--- config.mk ---
export PLATFORM = sky130hd
export DESIGN_NAME = unidade_controle_multiciclo
export DESIGN_NICKNAME = d
export VERILOG_FILES = /design/src/rtl/unidade_controle_multiciclo.sv
export SDC_FILE = /design/constraint.sdc
export NUM_CORES = 1
export LEC_CHECK = 0
export ABC_AREA = 1
export CORE_MARGIN = 4
export CORE_UTILIZATION = 50
export DETAILED_ROUTE_END_ITERATION = 16
export PLACE_DENSITY = 0.82
export SLEW_MARGIN = 20
export SYNTH_ARGS = -nofsm -noshare
export SYNTH_HDL_FRONTEND = slang
export SYNTH_SLANG_ARGS = --single-unit
--- constraint.sdc ---
create_clock -name clock -period 2.75 [get_ports clock]
set_clock_uncertainty 0.2 [all_clocks]
set_input_delay 0.4125 -clock clock [delete_from_list [all_inputs] [get_ports clock]]
set_output_delay 0.4125 -clock clock [all_outputs]
set_load 0.01 [all_outputs]
--- src/rtl/unidade_controle_multiciclo.sv ---
// Multicycle MIPS control FSM: sequences fetch/decode/execute/memory/write-back
// steps and drives the ALU op select plus every datapath enable.
module unidade_controle_multiciclo #(
    parameter int LARGURA_CONT = 32
) (
    input  logic                    clock,
    input  logic                    reset,
    input  logic [5:0]              opcode,
    input  logic [5:0]              funct,
    input  logic                    zero,
    input  logic                    memPronto,
    output logic                    pcEscrita,
    output logic                    iouD,
    output logic                    memLeitura,
    output logic                    memEscrita,
    output logic                    irEscrita,
    output logic                    regDst,
    output logic                    memParaReg,
    output logic                    regEscrita,
    output logic                    aluFonteA,
    output logic [1:0]              aluFonteB,
    output logic [1:0]              pcFonte,
    output logic [3:0]              unidadeControle,
    output logic [3:0]              estado,
    output logic                    instrInvalida,
    output logic [LARGURA_CONT-1:0] contadorInstrucoes
);

    typedef enum logic [3:0] {
        BUSCA           = 4'd0,
        DECODIFICA      = 4'd1,
        CALC_END        = 4'd2,
        LE_MEM          = 4'd3,
        ESCREVE_REG_MEM = 4'd4,
        ESCREVE_MEM     = 4'd5,
        EXECUTA_R       = 4'd6,
        ESCREVE_REG_R   = 4'd7,
        DESVIO          = 4'd8,
        SALTO           = 4'd9,
        EXECUTA_I       = 4'd10,
        ESCREVE_REG_I   = 4'd11
    } estado_t;

    localparam logic [3:0] OP_AND = 4'd0, OP_OR = 4'd1, OP_ADD = 4'd2,
                           OP_SUB = 4'd3, OP_SLT = 4'd4, OP_NOR = 4'd5;

    estado_t                 r_estado;
    logic                    r_instrInvalida;
    logic [LARGURA_CONT-1:0] r_cont;

    logic       w_functOk;
    logic [3:0] w_opFunct;

    always_comb begin
        w_functOk = 1'b1;
        w_opFunct = OP_AND;
        case (funct)
            6'h24:   w_opFunct = OP_AND;
            6'h25:   w_opFunct = OP_OR;
            6'h20:   w_opFunct = OP_ADD;
            6'h22:   w_opFunct = OP_SUB;
            6'h2A:   w_opFunct = OP_SLT;
            6'h27:   w_opFunct = OP_NOR;
            default: w_functOk = 1'b0;
        endcase
    end

    always_ff @(posedge clock or negedge reset) begin
        if (!reset) begin
            r_estado        <= BUSCA;
            r_instrInvalida <= 1'b0;
            r_cont          <= '0;
        end else begin
            case (r_estado)
                BUSCA: if (memPronto) begin
                    r_estado        <= DECODIFICA;
                    r_instrInvalida <= 1'b0;
                    r_cont          <= r_cont + LARGURA_CONT'(1);
                end
                DECODIFICA: case (opcode)
                    6'h00:        r_estado <= EXECUTA_R;
                    6'h23, 6'h2B: r_estado <= CALC_END;
                    6'h04:        r_estado <= DESVIO;
                    6'h02:        r_estado <= SALTO;
                    6'h08:        r_estado <= EXECUTA_I;
                    default: begin
                        r_estado        <= BUSCA;
                        r_instrInvalida <= 1'b1;
                    end
                endcase
                EXECUTA_R: if (w_functOk) r_estado <= ESCREVE_REG_R;
                           else begin
                               r_estado        <= BUSCA;
                               r_instrInvalida <= 1'b1;
                           end
                CALC_END:    r_estado <= (opcode == 6'h23) ? LE_MEM : ESCREVE_MEM;
                LE_MEM:      if (memPronto) r_estado <= ESCREVE_REG_MEM;
                ESCREVE_MEM: if (memPronto) r_estado <= BUSCA;
                EXECUTA_I:   r_estado <= ESCREVE_REG_I;
                // single-step write-back states, DESVIO, SALTO and illegal codes
                default:     r_estado <= BUSCA;
            endcase
        end
    end

    logic       w_pcEsc, w_iouD, w_memLe, w_memEsc, w_irEsc, w_regDst;
    logic       w_memParaReg, w_regEsc, w_aluA;
    logic [1:0] w_aluB, w_pcFonte;
    logic [3:0] w_op;

    always_comb begin
        w_pcEsc = 1'b0; w_iouD = 1'b0; w_memLe = 1'b0; w_memEsc = 1'b0;
        w_irEsc = 1'b0; w_regDst = 1'b0; w_memParaReg = 1'b0; w_regEsc = 1'b0;
        w_aluA = 1'b0; w_aluB = 2'd0; w_pcFonte = 2'd0; w_op = OP_AND;
        case (r_estado)
            BUSCA: begin
                w_memLe = 1'b1; w_aluB = 2'd1; w_op = OP_ADD;
                w_irEsc = memPronto; w_pcEsc = memPronto;
            end
            DECODIFICA:      begin w_aluB = 2'd3; w_op = OP_ADD; end
            CALC_END:        begin w_aluA = 1'b1; w_aluB = 2'd2; w_op = OP_ADD; end
            LE_MEM:          begin w_memLe = 1'b1; w_iouD = 1'b1; end
            ESCREVE_REG_MEM: begin w_regEsc = 1'b1; w_memParaReg = 1'b1; end
            ESCREVE_MEM:     begin w_memEsc = 1'b1; w_iouD = 1'b1; end
            EXECUTA_R:       begin w_aluA = 1'b1; w_op = w_functOk ? w_opFunct : OP_AND; end
            ESCREVE_REG_R:   begin w_regEsc = 1'b1; w_regDst = 1'b1; end
            DESVIO: begin
                w_aluA = 1'b1; w_op = OP_SUB; w_pcFonte = 2'd1; w_pcEsc = zero;
            end
            SALTO:           begin w_pcFonte = 2'd2; w_pcEsc = 1'b1; end
            EXECUTA_I:       begin w_aluA = 1'b1; w_aluB = 2'd2; w_op = OP_ADD; end
            ESCREVE_REG_I:   w_regEsc = 1'b1;
            default: ;
        endcase
    end

    // write enables are forced low for as long as reset is held
    assign pcEscrita          = w_pcEsc  & reset;
    assign irEscrita          = w_irEsc  & reset;
    assign memEscrita         = w_memEsc & reset;
    assign regEscrita         = w_regEsc & reset;
    assign iouD               = w_iouD;
    assign memLeitura         = w_memLe;
    assign regDst             = w_regDst;
    assign memParaReg         = w_memParaReg;
    assign aluFonteA          = w_aluA;
    assign aluFonteB          = w_aluB;
    assign pcFonte            = w_pcFonte;
    assign unidadeControle    = w_op;
    assign estado             = r_estado;
    assign instrInvalida      = r_instrInvalida;
    assign contadorInstrucoes = r_cont;

endmodule

==> results of run 1 <==
[cell type report]
class / instances / area (µm²)
Sequential cell: 37 / 927
Multi-Input combinational cell: 306 / 1550
Tap cell: 70 / 87.6
Inverter: 50 / 188
Clock buffer: 6 / 82.6
Fill cell: 440 / 1570
Timing Repair Buffer: 71 / 701
Clock inverter: 2 / 37.5
[per-layer routing]
metal	wire length, µm	up-vias	share of wire (%)
met2	3230	98	47
met3	450	11	6.5
li1	-	1388	-
met1	3120	1249	45
met4	79	0	1.1
met5	0	-	0
[placed cells by master (no fill, tap or decap), types with 6 or more instances in the layout]
| cell type | count |
|---|---|
| dfrtp_1 | 36 |
| nor2_4 | 6 |
| nor3_1 | 8 |
| nand2_1 | 145 |
| nor2_1 | 53 |
| nor2_2 | 6 |
| xor2_1 | 12 |
| nand3b_1 | 8 |
| clkdlybuf4s50_1 | 67 |
| clkbuf_8 | 6 |
| nand3_1 | 22 |
| inv_1 | 48 |
| nand4_1 | 7 |
[critical path, cell delays in order (launching register included)]
cell and delay [ns]:
dfrtp_1 0.43, nor2_2 0.22, nand2_4 0.12, inv_2 0.09, nand2_4 0.13, a21oi_1 0.19
clkdlybuf4s50_1 0.55
[cell families (layout without fill, tap and decap cells)]
family	count (synthesis)	count (layout)	share of synthesized area [%]
and+or+nand+nor	269	269	46.7
buffers and inverters	54	129	8.10
DFF	37	37	34.6
AOI/OAI and AO/OA	18	18	4.35
xor gates and xnor gates	17	17	5.57
adders and majority gates	1	1	0.468
other	1	1	0.140
[registers in the layout, summed over array words and instances (netlist names)]
name / flops
contadorInstrucoes: 32
estado: 4
instrInvalida: 1
[report_power, final]
group	internal [mW]	total (mW)	switching, mW
combinational	0.320	0.723	0.403
clock	0.295	0.503	0.208
sequential	0.613	0.711	0.0979
[through the flow]
step                setup TNS [ns]  hold WS (ns)  setup WS [ns]  power [mW]  std cells
floorplan                        0       -0.0831          0.831        1.12        397
global placement                 0         0.266          0.195        1.41        533
detailed placement               0         0.272          0.136        1.43        533
CTS                              0         0.288         0.0217        1.93        542
global route              -0.00888         0.307       -0.00888        2.05        542
finish                           0         0.285          0.107        1.94        542
[worst paths after layout]
| path | to | startpoint | slack (ns) | cells after the start |
|---|---|---|---|---|
| worst min register to register | instrInvalida | instrInvalida | 0.28 | 2 |
| worst max-delay path | pcEscrita | estado[3] | 0.11 | 6 |
| max in group asynchronous | estado[0] | reset | 1.50 | 3 |
| worst max register to register | contadorInstrucoes[24] | contadorInstrucoes[0] | 0.72 | 8 |
| worst min-delay path | instrInvalida | instrInvalida | 0.28 | 2 |
| min in group asynchronous | contadorInstrucoes[16] | reset | 0.50 | 3 |
[what timing repair did]
item                                    CTS  global route
endpoints found under the hold margin    37             0
gates resized for setup                   0             5
endpoints found under the setup margin    0             6
hold buffers                              1             0
==> flow_summary.json, run 1 <==
{
  "status": "completed",
  "clock_sinks": 37,
  "cp_data_required_time_ns": 2.14,
  "min_period_over_period_pct": 96.1,
  "viasPerCell": 5.07,
  "cts_tree": "done",
  "rsz0062_at_grt": "true",
  "finalWirelength_um": 6880,
  "endpoint_kind": "output pin",
  "numCtsBuffers": 5,
  "p_per_area_nw_per_um2": 543,
  "core_area_um2": 5140,
  "synth_nets": 414,
  "max_freq_mhz": 378,
  "yosysMostFrequentCell": "nand2_1",
  "period_needed_ns": 2.64,
  "hold_class": "reg -> reg",
  "remaining_drc_errors": 0,
  "rows": 26,
  "clk_latency_ns": 0.29,
  "gp_congestion": 0.879,
  "syn_area_per_cell_um2": 6.73,
  "yosys_warnings": 0,
  "ys_seq_elements": 37,
  "hold_viol": 0,
  "total_leakage_power_nw": 1.65,
  "path_clk_slew_ns": 0.08,
  "synth.cell_area_um2": 2670,
  "drt_iter0_drc": 182,
  "syn_inst": 397,
  "finalSetupViolations": 0,
  "wl_per_cell_um": 12.7,
  "num_vias": 2746,
  "grt_use_met2_pct": 36.5,
  "met1_usage_pct": 29.0,
  "yosys-top-cells-area": "dfrtp_1 (35%), nand2_1 (21%), nor2_1 (7.6%), inv_1 (6.7%), nand3_1 (4.1%)",
  "maxCapViolCount": 0,
  "htreeDepth": 2,
  "synth_edf_count": 0,
  "grt_max_degree": 38,
  "yosys-top-cells-count": "nand2_1 (146), nor2_1 (54), inv_1 (48)",
  "antenna_found_initial": 0,
  "fp.dieW_um": 81.1,
  "first_pass_iters": 5,
  "path_class": "reg -> out",
  "grt_pass1_wl_um": 11300,
  "drt.antenna.violating_nets": 0,
  "slew_viol_final": 0,
  "die-height_um": 81.1,
  "final_nets": 488,
  "busiest_layer": "met2",
  "gr-total-overflow": 0,
  "cts_max_path_buffers": 2,
  "synth-seq-area-share_pct": 34.6,
  "gr-usage-met3_pct": 4.66,
  "crit_path_max_fanout": 12,
  "boundaryPins": 70,
  "hpwlAfterDp_um": 5480,
  "diodes": 0,
  "placed_area_um2": 3420,
  "clock-root-buffer": "clkbuf_8",
  "ys_types": 33,
  "grt_pass1_vias": 2509,
  "io_buffers": 68,
  "initial_core_util_pct": 52.0,
  "final_area_um2": 3570,
  "async_flop_share_pct": 100,
  "layout-drive-gt1-share_pct": 8.69,
  "crit_arrival_ns": 2.03,
  "start_kind": "flop",
  "area_delta_synth_final_pct": 33.5,
  "yosysTopAreaCell": "dfrtp_1",
  "ir_worst_vdd_mv": 0.573,
  "utilization_pct": 69.4,
  "cts_setup_buffers": 0,
  "dieArea_um2": 6580,
  "track_usage_pct": 22.1,
  "synth-main-ff-cell": "dfrtp_1",
  "synth_top_area_share_pct": 34.6
}
No activity file was read; power rests on OpenSTA's default activity.
==> run 2: changes to the inputs <==
--- a/config.mk
+++ b/config.mk
@@ -7,9 +7,10 @@
 export LEC_CHECK = 0
 export ABC_AREA = 1
 export CORE_MARGIN = 4
-export CORE_UTILIZATION = 50
+export CORE_UTILIZATION = 53
 export DETAILED_ROUTE_END_ITERATION = 16
-export PLACE_DENSITY = 0.82
+export PLACE_DENSITY = 0.86
+export SETUP_SLACK_MARGIN = 0.15
 export SLEW_MARGIN = 20
 export SYNTH_ARGS = -nofsm -noshare
 export SYNTH_HDL_FRONTEND = slang
==> flow_summary.json, run 2 (synthesized netlist as in run 1, its figures left out) <==
{
  "status": "completed",
  "io_buffers": 68,
  "die-height_um": 79.0,
  "crit_path_start": "estado[2]",
  "min_period_over_period_pct": 92.1,
  "layout_setup_ws_ns": 0.217,
  "path_clk_slew_ns": 0.07,
  "max_stage_delay_ns": 0.54,
  "fin_tns_setup_ns": 0,
  "cts_tree": "done",
  "core_area_um2": 4820,
  "cp_cell_sequence": "inv_1, nand2_1, nor2_1, inv_1, nand2_1, clkdlybuf4s50_1",
  "tightest_slew_ns": 0.490,
  "power_mw": 1.87,
  "layout-drive-gt1-share_pct": 9.09,
  "finalSetupViolations": 0,
  "wl_met1_um": 3180,
  "drt_iter0_drc": 222,
  "remaining_drc_errors": 0,
  "mostFrequentLayoutCells": "nand2_1 (145), clkdlybuf4s50_1 (64), nor2_1 (53)",
  "wl_per_cell_um": 13.2,
  "path_buf_inv": 3,
  "htreeDepth": 2,
  "viasPerCell": 5.21,
  "numCtsBuffers": 5,
  "clock-root-buffer": "clkbuf_8",
  "boundaryPins": 70,
  "rsz0062_at_grt": "true",
  "whs_path_depth": 2,
  "timing.rr.start": "contadorInstrucoes[0]",
  "grt_max_degree": 38,
  "place_ws_ns": 0.142,
  "period_needed_ns": 2.53,
  "drt.antenna.violating_nets": 0,
  "track_usage_pct": 23.8,
  "worst-r2r-cell-count": 8,
  "highest_layer": "met4",
  "worstHoldStart": "instrInvalida",
  "whs_ns": 0.283,
  "clk_latency_ns": 0.29,
  "area_delta_synth_final_pct": 33.1,
  "p_per_area_nw_per_um2": 524,
  "dieArea_um2": 6240,
  "cts_max_path_buffers": 2,
  "gr-total-overflow": 0,
  "grt_pass1_wl_um": 12100,
  "hold_viol": 0,
  "endpoint_kind": "output pin",
  "maxSlewHeadroom_pct": 67.1,
  "slowest_stage": "clkdlybuf4s50_1",
  "clock_sinks": 37,
  "slew_viol_final": 0,
  "diodes": 0,
  "final_common_cell": "nand2_1",
  "path_class": "reg -> out",
  "antenna_found_initial": 0,
  "crit_path_max_fanout": 5,
  "fill_cells": 404,
  "cp.depth": 6,
  "max_freq_mhz": 395,
  "ir_worst_vdd_mv": 0.642,
  "routed-wl-met2_um": 3250,
  "initial_core_util_pct": 55.5,
  "total_leakage_power_nw": 1.69,
  "fp.dieW_um": 79.0,
  "crit_arrival_ns": 1.92,
  "start_kind": "flop",
  "rows": 25,
  "final_nets": 489,
  "hpwlAfterDp_um": 5440,
  "largest_reg_flops": 32,
  "num_vias": 2816,
  "crit_family": "buffers and inverters",
  "grt_pass1_vias": 2720,
  "met3_length_um": 507,
  "first_pass_iters": 5,
  "cp_data_required_time_ns": 2.14,
  "hold_class": "reg -> reg",
  "finalWirelength_um": 7110,
  "maxCapViolCount": 0,
  "gp_congestion": 0.885
}
## run 2: worst register-to-register path, stage by stage, from the launching register on
cell     delay, ns
dfrtp_1       0.43
ha_1          0.25
nand3_1       0.27
nor3b_2       0.37
nand2_2       0.13
nor2_4        0.14
nand2_1       0.08
nand2_1       0.06
nand2_1       0.04
## run 2: what timing repair did
item / 4_1_cts / 5_1_grt
setup buffers: 0 / 0
setup endpoints to repair: 3 / 8
hold buffers: 1 / 0
cloned: 0 / 0
endpoints found under the hold margin: 22 / 0
pin swaps: 0 / 1
resized for setup: 3 / 6
## run 2: layout make-up
type                    instances  area, µm²  area share, %
flip-flops and latches         37        928           26.1
inverters                      50        188           5.27
multi-input cells             306       1550           43.4
clock inverters                 1       5.00          0.141
repair buffers                 72        712           20.0
clock buffers                   7       96.3           2.71
well taps                      67       83.8           2.36
## run 2: per-layer routing
metal / track usage [%] / vias to the layer above
li1: - / 1380
met1: 31.1 / 1289
met2: 38.8 / 128
met3: 4.76 / 19
met4: 9.28 / 0
met5: 0 / -
## run 2: final timing paths
path,endpoint,slack [ns]
worst max-delay path,iouD,0.22
worst min-delay path,instrInvalida,0.28
worst max register to register,contadorInstrucoes[24],0.69
worst min register to register,instrInvalida,0.28
max in group asynchronous,estado[2],1.48
min in group asynchronous,contadorInstrucoes[16],0.51
## run 2: metrics by stage
stage / area [µm²] / instances / util [%]
floorplan: 2670 / 397 / -
global placement: 3430 / 531 / 71.1
detailed placement: 3430 / 531 / 71.1
CTS: 3540 / 540 / 73.5
global route: 3560 / 540 / 73.9
finish: 3560 / 540 / 73.9
## run 2: report_power, final
part	switching [mW]	internal, mW	leakage, nW	total (mW)
clock	0.196	0.227	0.0542	0.423
sequential	0.0978	0.614	0.483	0.712
combinational	0.410	0.322	1.15	0.732
total	0.704	1.16	1.69	1.87
==> edit 1, RTL diff (config.mk and constraints of run 2) <==
Change the parameter `LARGURA_CONT` from 32 to 64.
--- a/src/rtl/unidade_controle_multiciclo.sv
+++ b/src/rtl/unidade_controle_multiciclo.sv
@@ -1,7 +1,7 @@
 // Multicycle MIPS control FSM: sequences fetch/decode/execute/memory/write-back
 // steps and drives the ALU op select plus every datapath enable.
 module unidade_controle_multiciclo #(
-    parameter int LARGURA_CONT = 32
+    parameter int LARGURA_CONT = 64
 ) (
     input  logic                    clock,
     input  logic                    reset,
Interface: changed (resized contadorInstrucoes); port bits go from 70 to 102. The function was not compared with the original's and may differ.
==> edit 1 against run 2 <==
- worst hold slack got worse by 0.18 ns
- synthesized area rose by 73%
- sequential cell count rose by 32
- setup slack got worse by 0.025 ns
- power rose by 54%
- final area rose by 69%
- clock power rose by 100%
- wire length rose by 93%
==> edit 1: results <==
[status]
status = complete, no violations

[yosys]
synth_compound_area_share_pct = 2.95
ys_top_cells_by_area = dfrtp_1 (37%), nand2_1 (19%), nor2_1 (9.2%)
ys_seq_area_share_pct = 37.4
avgSynthCellArea_um2 = 6.82
synth_nets = 694
netlist_top_cells_count = nand2_1 (231), nor2_1 (113), inv_1 (81)

[final_layout]
sh_seq_area_pct = 28.7
clk_share_pct = 3.32
nClkBuffers = 10
final_util_pct = 72.3
nonClkBufAreaFrac_pct = 17.4
finalNetCount = 810
multi_input_area_share_pct = 43.3
flops_and_latches = 69

[placement]
dpl.cell_count = 882
portBuffers = 100
placed_area_um2 = 5750
pre_cts_ws_ns = 0.0459
routabilityCongestion = 0.923

[routing]
first_iter_violations = 404
drt-vias-per-instance = 5.42
route.met3.wl_um = 825
vias = 4897
wl_um = 13700
wl_met2_um = 6690

[global_route]
grt_max_degree = 70
grt_pass1_wl_um = 22300
use_met1_pct = 34.2
globalRouteTotalUtil_pct = 27.2
use_met2_pct = 46.7
grt_pass1_vias = 4758

[power]
pg_seq_w = 0.00120
comb_power_w = 0.000820
pwr-share-comb_pct = 28.6
vdd_drop_max_mv = 0.375
p_leak_nw = 2.70

[critical_path]
worstRegToRegCells = 9
crit_arrival_ns = 1.95
rrSetupSlack_ns = 0.61

[hold_path]
hold_class = input port to asynchronous set/reset pin

[floorplanning]
core_area_um2 = 8340

[timing]
worst-slew-pin-transition_ns = 0.859

[clock_tree]
cts.repair.resized = 18
-- edit 1: cell count changes after synthesis, sizes merged, moves of 3 or more --
| cell | run 2 | this run |
|---|---|---|
| dfrtp | 37 | 69 |
| inv | 50 | 81 |
| nand2 | 152 | 237 |
| nand3 | 24 | 30 |
| nand4 | 7 | 25 |
| nor2 | 67 | 137 |
| nor4 | 0 | 3 |
| o21ai | 6 | 20 |
| xnor2 | 5 | 15 |
| xor2 | 12 | 26 |
-- edit 1: worst max path at each step --
| stage | start | to | slack, ns | cells after the start |
|---|---|---|---|---|
| finish | estado[1] | aluFonteB[1] | 0.19 | 6 |
| global route | estado[1] | aluFonteB[1] | 0.1 | 6 |
| CTS | estado[1] | aluFonteB[1] | 0.15 | 6 |
| detailed placement | funct[5] | unidadeControle[0] | 0.05 | 8 |
| global placement | funct[5] | unidadeControle[1] | 0.16 | 7 |
| floorplan | estado[3] | pcEscrita | 0.85 | 6 |
==> edit 2, RTL diff (flow settings as in run 2) <==
Without the edit above. Reset style: synchronous (`reset`), changed in one clocked block.
--- a/src/rtl/unidade_controle_multiciclo.sv
+++ b/src/rtl/unidade_controle_multiciclo.sv
@@ -65,7 +65,7 @@
         endcase
     end
 
-    always_ff @(posedge clock or negedge reset) begin
+    always_ff @(posedge clock) begin
         if (!reset) begin
             r_estado        <= BUSCA;
             r_instrInvalida <= 1'b0;
Check against the original RTL: differs if reset is asserted again (counterexample within 4 cycles, from zero or initial values and one cycle with reset low); with reset held inactive, the same outputs for 10 cycles.
==> edit 2 against run 2 <==
- setup slack worse by 0.034 ns
- sequential cell count stayed put
- synthesized area fell by 5.7%
- first-iteration DRC count shrank 14%
- count of clock-buffer cells in the layout shrank 1
- final area decreased by 3.7%
- wire length is 7.0% higher
- critical path type is now input port to primary output
- critical endpoint is now unidadeControle[0]
- highest routed layer unchanged
Power is not compared: it rests on default switching activity, and its combinational part moved more than twofold at a synthesized area within 25%.
==> edit 2: results <==
[global_route]
globalRouteTotalUtil_pct = 25.5
use_met3_pct = 4.92
grt_pass1_vias = 2820
use_met2_pct = 43.1
grt_max_degree = 20
use_met1_pct = 32.4
grt_pass1_wl_um = 12700

[critical_path]
rrSetupSlack_ns = 0.83
crit_start = funct[1]
critPathMaxStageDelay_ns = 0.49
reg2reg_from = contadorInstrucoes[1]
crit_arrival_ns = 1.95
critPathMaxFanout = 2
worstReg2RegEnd = contadorInstrucoes[24]
setup.worst_path.end = unidadeControle[0]

[routing]
wire_per_inst_um = 13.6
drt-vias-per-instance = 5.40
wl_um = 7600

[yosys]
ys_seq_area_share_pct = 29.4
synthFlopType = dfxtp_1
ys_top_cells_by_area = dfxtp_1 (29%), nand2_1 (21%), nor2_1 (13%)
synth_nets = 448
async_flop_share_pct = 0
avgSynthCellArea_um2 = 5.85
synth_cell_types = 31
netlist_top_cells_count = nand2_1 (143), nor2_1 (85), inv_1 (49)

[placement]
pre_cts_ws_ns = -0.195
routabilityCongestion = 0.850
hpwl_um = 5800
placed_area_um2 = 3270

[final_layout]
n_fill_cell = 380
drive_above_1_share_pct = 7.51
finalNetCount = 522

[status]
status = complete, no violations

[clock_tree]
cts.repair.resized = 8
worstSkewPairLatency_ns = 0.30

[power]
pg_clk_w = 0.000484

[hold_path]
hold_class = register to register
## edit 2: worst min path at each step
stage                                        end  cells after the start                    from
after floorplan                    instrInvalida                      2           instrInvalida
after global placement             instrInvalida                      2           instrInvalida
after detailed placement  contadorInstrucoes[31]                      2  contadorInstrucoes[31]
after CTS                 contadorInstrucoes[31]                      2  contadorInstrucoes[31]
after global routing               instrInvalida                      2           instrInvalida
final                     contadorInstrucoes[31]                      2  contadorInstrucoes[31]
## edit 2: per-stage QoR
stage                     util (%)  total power (W)  hold WS, ns
final                         76.6          0.00118        0.297
after global routing          76.6          0.00122        0.318
after CTS                     75.8          0.00118        0.296
after detailed placement      73.1         0.000704        0.284
after global placement        73.1         0.000698        0.251
after floorplan                  -         0.000635        0.304
## edit 2: critical path: cells and delay by family
kind                   cells  cell delay, ns
AO/OA/AOI/OAI              1            0.08
buffers and inverters      3            0.82
AND/OR/NAND/NOR            6            0.64
## edit 2: cells by family (layout without fill, tap and decap cells)
kind of cell	count (synthesis)	count (layout)	share of synthesized area [%]
AND/OR/NAND/NOR	281	281	49.4
buffers and inverters	56	131	8.59
AO/OA/AOI/OAI	51	51	10.6
flip-flops	37	37	29.4
XOR/XNOR	4	4	1.39
adder cells (fa/ha/maj)	1	1	0.496
other	1	1	0.149
## edit 2: final cells by class
| cell class | count | area share (%) |
|---|---|---|
| clock inverters | 2 | 1.13 |
| multi-input cells | 338 | 46.4 |
| flip-flops and latches | 37 | 21.9 |
| inverters | 49 | 5.37 |
| clock buffers | 6 | 2.12 |
| repair buffers | 74 | 21.2 |
| well taps | 52 | 1.90 |
## edit 2: routing by layer
metal / part of all wire [%] / routed length, um / up-vias
met5: 0 / 0 / -
met4: 1.2 / 91 / 0
met3: 7.5 / 570 / 17
met2: 49 / 3730 / 124
met1: 42 / 3210 / 1368
li1: - / - / 1503
